--- config.mk ---
export PLATFORM = sky130hd
export DESIGN_NAME = s3g_frame_sender
export DESIGN_NICKNAME = d
export VERILOG_FILES = /design/src/rtl/s3g_frame_sender.sv
export SDC_FILE = /design/constraint.sdc
export NUM_CORES = 1
export LEC_CHECK = 0
export ABC_AREA = 1
export CAP_MARGIN = 20
export CORE_MARGIN = 5
export CORE_UTILIZATION = 65
export DETAILED_ROUTE_END_ITERATION = 10
export GPL_TIMING_DRIVEN = 1
export MAX_ROUTING_LAYER = met4
export PLACE_DENSITY_LB_ADDON = 0.25
export REMOVE_ABC_BUFFERS = 1
export SLEW_MARGIN = 10
export SYNTH_ARGS = -nofsm -noshare
export SYNTH_HDL_FRONTEND = slang
export SYNTH_SLANG_ARGS = --single-unit
--- constraint.sdc ---
create_clock -name clk -period 4.6 [get_ports clk]
set_clock_uncertainty 0.2 [all_clocks]
set_input_delay 0.92 -clock clk [delete_from_list [all_inputs] [get_ports clk]]
set_output_delay 0.92 -clock clk [all_outputs]
set_load 0.02 [all_outputs]
--- src/rtl/s3g_frame_sender.sv ---
// S3G frame transmitter: buffers a payload, then streams 0xD5, length, payload and
// Maxim CRC8 (payload only) through a tx_data/tx_wr/tx_done UART handshake.
module s3g_frame_sender #(
  parameter int unsigned MAX_LEN = 32,
  parameter int unsigned LEN_W   = 6
) (
  input  logic             clk,
  input  logic             rst_n,
  input  logic             load_clear_i,
  input  logic             load_valid_i,
  input  logic [7:0]       load_data_i,
  input  logic             start_i,
  output logic [7:0]       tx_data_o,
  output logic             tx_wr_o,
  input  logic             tx_done_i,
  output logic             busy_o,
  output logic             done_o,
  output logic             err_o,
  output logic [LEN_W-1:0] count_o
);

  localparam int AW = (MAX_LEN > 1) ? $clog2(MAX_LEN) : 1;

  typedef enum logic [1:0] {S_IDLE, S_SEND, S_WAIT} state_e;
  typedef enum logic [1:0] {SEL_HDR, SEL_LEN, SEL_PAY, SEL_CRC} sel_e;

  state_e           state_q;
  sel_e             sel_q;
  logic [LEN_W-1:0] count_q, count_d, ptr_q;
  logic [7:0]       crc_q, tx_data_q, byte_d;
  logic             tx_wr_q, busy_q, done_q, err_q;
  logic             wr_en, ovf;
  logic [7:0]       mem_q [2**AW];

  function automatic logic [7:0] crc8(input logic [7:0] c, input logic [7:0] b);
    logic [7:0] x;
    x = c ^ b;
    for (int i = 0; i < 8; i++) x = x[0] ? ((x >> 1) ^ 8'h8C) : (x >> 1);
    return x;
  endfunction

  // Load action resolves first so a same-cycle start sees the updated count.
  always_comb begin
    count_d = count_q;
    wr_en   = 1'b0;
    ovf     = 1'b0;
    if (state_q == S_IDLE) begin
      if (load_clear_i) begin
        count_d = '0;
      end else if (load_valid_i) begin
        if (count_q == LEN_W'(MAX_LEN)) begin
          ovf = 1'b1;
        end else begin
          wr_en   = 1'b1;
          count_d = count_q + LEN_W'(1);
        end
      end
    end
  end

  always_comb begin
    byte_d = 8'hD5;
    case (sel_q)
      SEL_HDR: byte_d = 8'hD5;
      SEL_LEN: byte_d = 8'(count_q);
      SEL_PAY: byte_d = mem_q[ptr_q[AW-1:0]];
      SEL_CRC: byte_d = crc_q;
      default: byte_d = 8'hD5;
    endcase
  end

  // Payload storage needs no reset; contents are don't-care until loaded.
  always_ff @(posedge clk) begin
    if (wr_en) mem_q[count_q[AW-1:0]] <= load_data_i;
  end

  always_ff @(posedge clk) begin
    if (!rst_n) begin
      state_q   <= S_IDLE;
      sel_q     <= SEL_HDR;
      count_q   <= '0;
      ptr_q     <= '0;
      crc_q     <= 8'h00;
      tx_data_q <= 8'h00;
      tx_wr_q   <= 1'b0;
      busy_q    <= 1'b0;
      done_q    <= 1'b0;
      err_q     <= 1'b0;
    end else begin
      tx_wr_q <= 1'b0;
      done_q  <= 1'b0;
      err_q   <= 1'b0;
      case (state_q)
        S_IDLE: begin
          count_q <= count_d;
          err_q   <= ovf | (start_i && count_d == '0);
          if (start_i && count_d != '0) begin
            busy_q  <= 1'b1;
            crc_q   <= 8'h00;
            ptr_q   <= '0;
            sel_q   <= SEL_HDR;
            state_q <= S_SEND;
          end
        end
        S_SEND: begin
          tx_wr_q   <= 1'b1;
          tx_data_q <= byte_d;
          if (sel_q == SEL_PAY) crc_q <= crc8(crc_q, mem_q[ptr_q[AW-1:0]]);
          state_q <= S_WAIT;
        end
        S_WAIT: begin
          if (tx_done_i) begin
            state_q <= S_SEND;
            case (sel_q)
              SEL_HDR: sel_q <= SEL_LEN;
              SEL_LEN: sel_q <= SEL_PAY;
              SEL_PAY: begin
                if (ptr_q == count_q - LEN_W'(1)) sel_q <= SEL_CRC;
                else ptr_q <= ptr_q + LEN_W'(1);
              end
              default: begin
                done_q  <= 1'b1;
                busy_q  <= 1'b0;
                state_q <= S_IDLE;
              end
            endcase
          end
        end
        default: state_q <= S_IDLE;
      endcase
    end
  end

  assign tx_data_o = tx_data_q;
  assign tx_wr_o   = tx_wr_q;
  assign busy_o    = busy_q;
  assign done_o    = done_q;
  assign err_o     = err_q;
  assign count_o   = count_q;

endmodule
After elaboration in Yosys (flattened, before gate mapping):

Memory sizes are Yosys's and may differ from the RTL's. A register that Yosys moved wholly into a read port is not among the register bits.
Index checks and enable logic that the tools add are counted.

* flip-flop bits (word level): 36
* memory bits (writable): 256
* bits of input ports: 14
* output and inout port bits: 18
* logic and storage cells: 103
* memories: 1

Memory list
* mem_q: words 32, width 8, read ports 1, clocked after Yosys merged registers in 1, write ports 1, line 33 `logic [7:0] mem_q [2**AW];`

* add/sub/neg operators: 3
* eq/ne operators: 15
* muxes and demuxes: 48
* bitwise operators: 10
* reduce and logical (&&, ||, !) cells: 16

Operators with widths (count)
* 8-bit 2-to-1 mux: 10
* 6-bit 2-to-1 mux: 8
* 8-bit case mux with 4 select lines: 1
* 2-bit NOT with 3-bit output: 8
* 1-bit 2-to-1 mux: 16
* 8-bit case mux with 2 select lines: 1
* 6-bit by 1-bit adder with 6-bit output (second input constant): 2
* 2-bit case mux with 3 select lines: 2
* 6-bit case mux with 2 select lines: 1
* 2-bit 2-to-1 mux: 5
* 5-bit 2-to-1 mux: 2
* 2-bit inequality test (second input constant): 5
* 5-bit AND reduction: 2
* 8-bit XOR: 1
* 2-bit equality test (second input constant): 3
* 6-bit equality test: 1
* 6-bit equality test (second input constant): 1
* 6-bit logical NOT: 1
* 3-bit AND reduction: 2
* 6-bit nonzero test: 1
* 6-bit by 1-bit subtractor with 6-bit output (second input constant): 1
* 2-bit by 1-bit equality test with 1-bit output (second input constant): 2
* 2-bit logical NOT: 2
* 4-bit by 2-bit inequality test with 1-bit output (second input constant): 1
* other kinds (10): 13

Logic depth before layout (Yosys ltp):

* word-level depth: 19
* gate-level depth with buffers: 21
* mapped depth without buffers: 19

Least setup slack after synthesis:

Ideal clock, no wire load.

* path kind: input -> register
* start: input port load_valid_i
* end: memory mem_q[19][0] (enable)
* setup time: 0.395 ns
* arrival time: 2.035 ns
* required time: 4.005 ns
* setup slack: 1.970 ns
* stages: 4
* buffers on the path: 0
* path through: inv_1 > nor2_2 > nand2_2 > nor4_1

* cells in the longest elaborated chain, start to end: 5

RTL lines
* start: declaration: line 10 `input logic load_valid_i,`
* 1-bit 2-to-1 mux: line 50 `end else if (load_valid_i) begin`
* 1-bit 2-to-1 mux: line 48 `if (load_clear_i) begin`
* 1-bit 2-to-1 mux: line 47 `if (state_q == S_IDLE) begin`
* 1-bit 2-to-1 mux: line 74 `if (wr_en) mem_q[count_q[AW-1:0]] <= load_data_i;`
* 1-bit 2-to-1 mux (not written as such): line 74
* end: declaration: line 33

No other way between the ends.

==> out/results.tsv <==
stage	metric	value	unit
global_routing	grt total ovfl	0	
finish	fin nets	1266	
synth	synthesized flop and latch total	297	
route	DR WL/cell	21.0	um
route	DRT Pass-1 Iters	5	
timing	Final setup viols	0	
clock_network	Post-CTS Setup Inserts	0	
route	DRC violation count after routing	0	
pwr	Clk pwr share	36.8	%
clock_network	CTS clock-pin slew for the worst setup and hold paths	70	ps
timing	Rel. slew slack	26.3	%
synth	Post-Synthesis Cell Area	13000	sq um
clock_network	TritonCTS buffer count	29	
floorplanning	Die X-Extent	151	um
timing	highest clock rate	295	MHz
floorplanning	die area	22900	sq um
outcome	status	complete, no violations	
synth	Post-Synthesis Cells	1224	
critical_path	critical path endpoint category	flip-flop	
timing	slack of the critical path	1210	ps
floorplanning	Die Y	151	um
place	placed cell areas	13300	sq um
route	DR vias	9338	
global_routing	initial antenna violation count	0	
critical_path	critical path launch point type	flip-flop	
flow_run	maxcap violations	0	
floorplanning	I/O pin total	32	
synth	synth unique cells	37	
pwr	PD cells	490	nW/um^2
global_routing	first-pass GRT wire length	49100	um
pwr	Static Leakage	5.11	nW
route	Starting DRT DRC Count	1145	
synth	Synth Area in Compound Gates	5.65	%
place	pre-CTS setup slack	805	ps
place	GPL Wtd Cong	0.904	
synth	fraction of registers with async set/reset	0	%
timing	Tcrit/Tclk final	73.6	%
synth	XOR/XNOR Fraction of Synth Area	1.38	%
synth	cell type with the largest total area after synthesis	edfxtp_1	
place	hpwl dp	19500	um
clock_network	clock latency on the worst-skew pair	550	ps
route	DRT antenna net count	0	
synth	count of flip-flops with a built-in enable after synthesis	256	
synth	Post-Synth Simple-Gate Area	21.6	%
clock_network	CTS tree	done	
floorplanning	core area	19500	sq um
clock_network	clock sink total	297	
finish	commonest non-fill, non-tap cells in the layout	nand2_1, edfxtp_1, nand3_1	
pwr	Sw Pwr	2.03	mW
place	IO Port Bufs	31	
finish	most common cell after layout, fill and taps aside	nand2_1	
pwr	Sequential Power Share	43.4	%
route	via-per-instance ratio	6.12	
clock_network	CTS root buf	clkbuf_16	
timing	final hold vios	0	
global_routing	vias in the first global route	8747	
synth	mux share of post-synthesis cell area	0	%
critical_path	critical path class	reg2reg	
floorplanning	row count	51	
pwr	Gate power share	19.8	%
clock_network	H-tree lvl count	1	
clock_network	post-cts sizing count	0	
synth	top post-synthesis cells by area	edfxtp_1, nand2_1, nand3_1	
finish	Core Util, Final	73.5	%
synth	Mean Syn Cell Area	10.6	sq um
synth	Synth top area share	59.3	%
timing	Slew @ Worst Pin	1110	ps
route	DRT Wirelength	32100	um
finish	fin area	14400	sq um
finish	fillcell total	1363	
timing	Slew Viols, Final	0	
timing	RSZ-0062 raised after global routing	false	
global_routing	largest net degree at the start of global routing	129	
finish	Layout area overhead	10.7	%
clock_network	clk buf depth	3	
global_routing	global-route usage over all layers	29.3	%
synth	Post-Synth Adder-Cell Area	1.16	%
clock_network	CTS Hold Bufs	0	
critical_path	Data required, critical path	4880	ps
critical_path	crit path max fanout	17	
synth	Main synth FF type	edfxtp_1	
pwr	maximum VDD drop	0.441	mV
pwr	switching share of total power	28.8	%
pwr	internal power	5.00	mW
timing	min cycle time layout	3390	ps
synth	post-synthesis sequential area ratio	65.6	%
finish	antenna cell count	0	
floorplanning	starting utilization of the core area	66.4	%
synth	synth warn	0	
finish	layout cells sized above 1	7.22	%
critical_path	Worst Path Arrival	3670	ps
min_path	HP Class	reg2reg	
synth	combinational family with the most area after synthesis	simple AND/OR/NAND/NOR gates	
==> per-layer routing <==
layer / share of wire [%] / track usage [%]
met1: 41 / 42.7
met2: 45 / 42.7
met3: 11 / 5.33
met4: 3.6 / 9.02
met5: 0 / -
==> cells by family (layout without fill, tap and decap cells) <==
logic type | after synthesis | in the layout
compound gates | 127 | 127
flops | 297 | 297
fa+ha+maj | 12 | 12
buf+inv | 112 | 149
xor+xnor | 17 | 17
simple gates | 659 | 659
==> synthesized netlist by cell type (2+ instances only) <==
| master | n |
|---|---|
| nor2_2 | 2 |
| nand3_1 | 198 |
| o22ai_1 | 6 |
| nand4_1 | 6 |
| nand2_1 | 331 |
| xor2_2 | 4 |
| o21ai_1 | 10 |
| dfxtp_1 | 41 |
| o32ai_1 | 2 |
| inv_2 | 9 |
| o211ai_1 | 4 |
| clkbuf_1 | 11 |
| nand3_2 | 4 |
| buf_2 | 20 |
| xor2_1 | 6 |
| clkinv_1 | 3 |
| xnor2_1 | 7 |
| nor3_1 | 7 |
| buf_6 | 13 |
| inv_1 | 41 |
| o221ai_1 | 17 |
| o31ai_1 | 2 |
| ha_1 | 12 |
| nor2_1 | 100 |
| a21oi_1 | 37 |
| o21ai_0 | 47 |
| buf_4 | 13 |
| nand2_2 | 7 |
| edfxtp_1 | 256 |
==> worst paths after layout <==
| path | start | to | slack (ps) | cells after the start |
|---|---|---|---|---|
| max reg2reg | flip-flop | crc_q[2] | 1210 | 14 |
| min | busy_o | busy_o | 270 | 2 |
| min reg2reg | busy_o | busy_o | 270 | 2 |
| max | flip-flop | crc_q[2] | 1210 | 14 |
==> per-stage QoR <==
step	TNS, ps	total power, mW	hold WS, ps	cells
2_1_floorplan	-8410	4.02	277	1165
3_3_place_gp	0	4.42	252	1473
3_5_place_dp	0	4.46	265	1473
4_1_cts	0	7.02	275	1525
5_1_grt	0	7.31	296	1526
6_report	0	7.03	270	1526
==> flip-flops by register name, summed over array words and instances (netlist names), named ones only <==
name	count
busy_o	1
ptr_q	6
err_o	1
tx_wr_o	1
count_o	6
state_q	2
tx_data_o	8
crc_q	8
mem_q	256
sel_q	2
done_o	1
==> critical path, cell delays in order (launching register included) <==
cell and delay, ps:
dfxtp_1 770, clkinv_1 690, nand2_1 230, nand3_1 270, nand2_1 190, nand2_1 60
nand2_1 140, nand2_1 120, nand3_1 110, nand2_1 80, nand2_1 100, nand2_1 60
nand2_1 60, nand3_1 100, a21oi_1 150
==> power groups by stage <==
| stage | combinational (mW) | sequential (mW) | clock, mW |
|---|---|---|---|
| after floorplan | 0.838 | 3.18 | 0 |
| after global placement | 1.32 | 3.11 | 0 |
| after detailed placement | 1.35 | 3.11 | 0 |
| after CTS | 1.37 | 3.05 | 2.60 |
| after global routing | 1.53 | 3.06 | 2.72 |
| final | 1.39 | 3.05 | 2.59 |
==> layout make-up <==
| cell class | instances | area (sq um) | share of cell area, % |
|---|---|---|---|
| sequential | 297 | 8510 | 59.3 |
| inverter | 53 | 200 | 1.39 |
| tap | 265 | 332 | 2.31 |
| multi-input combinational | 815 | 3870 | 26.9 |
| timing repair buffer | 44 | 410 | 2.86 |
| clock inverter | 18 | 290 | 2.02 |
| clock buffer | 34 | 744 | 5.18 |
Power figures use the tool's default switching activity.
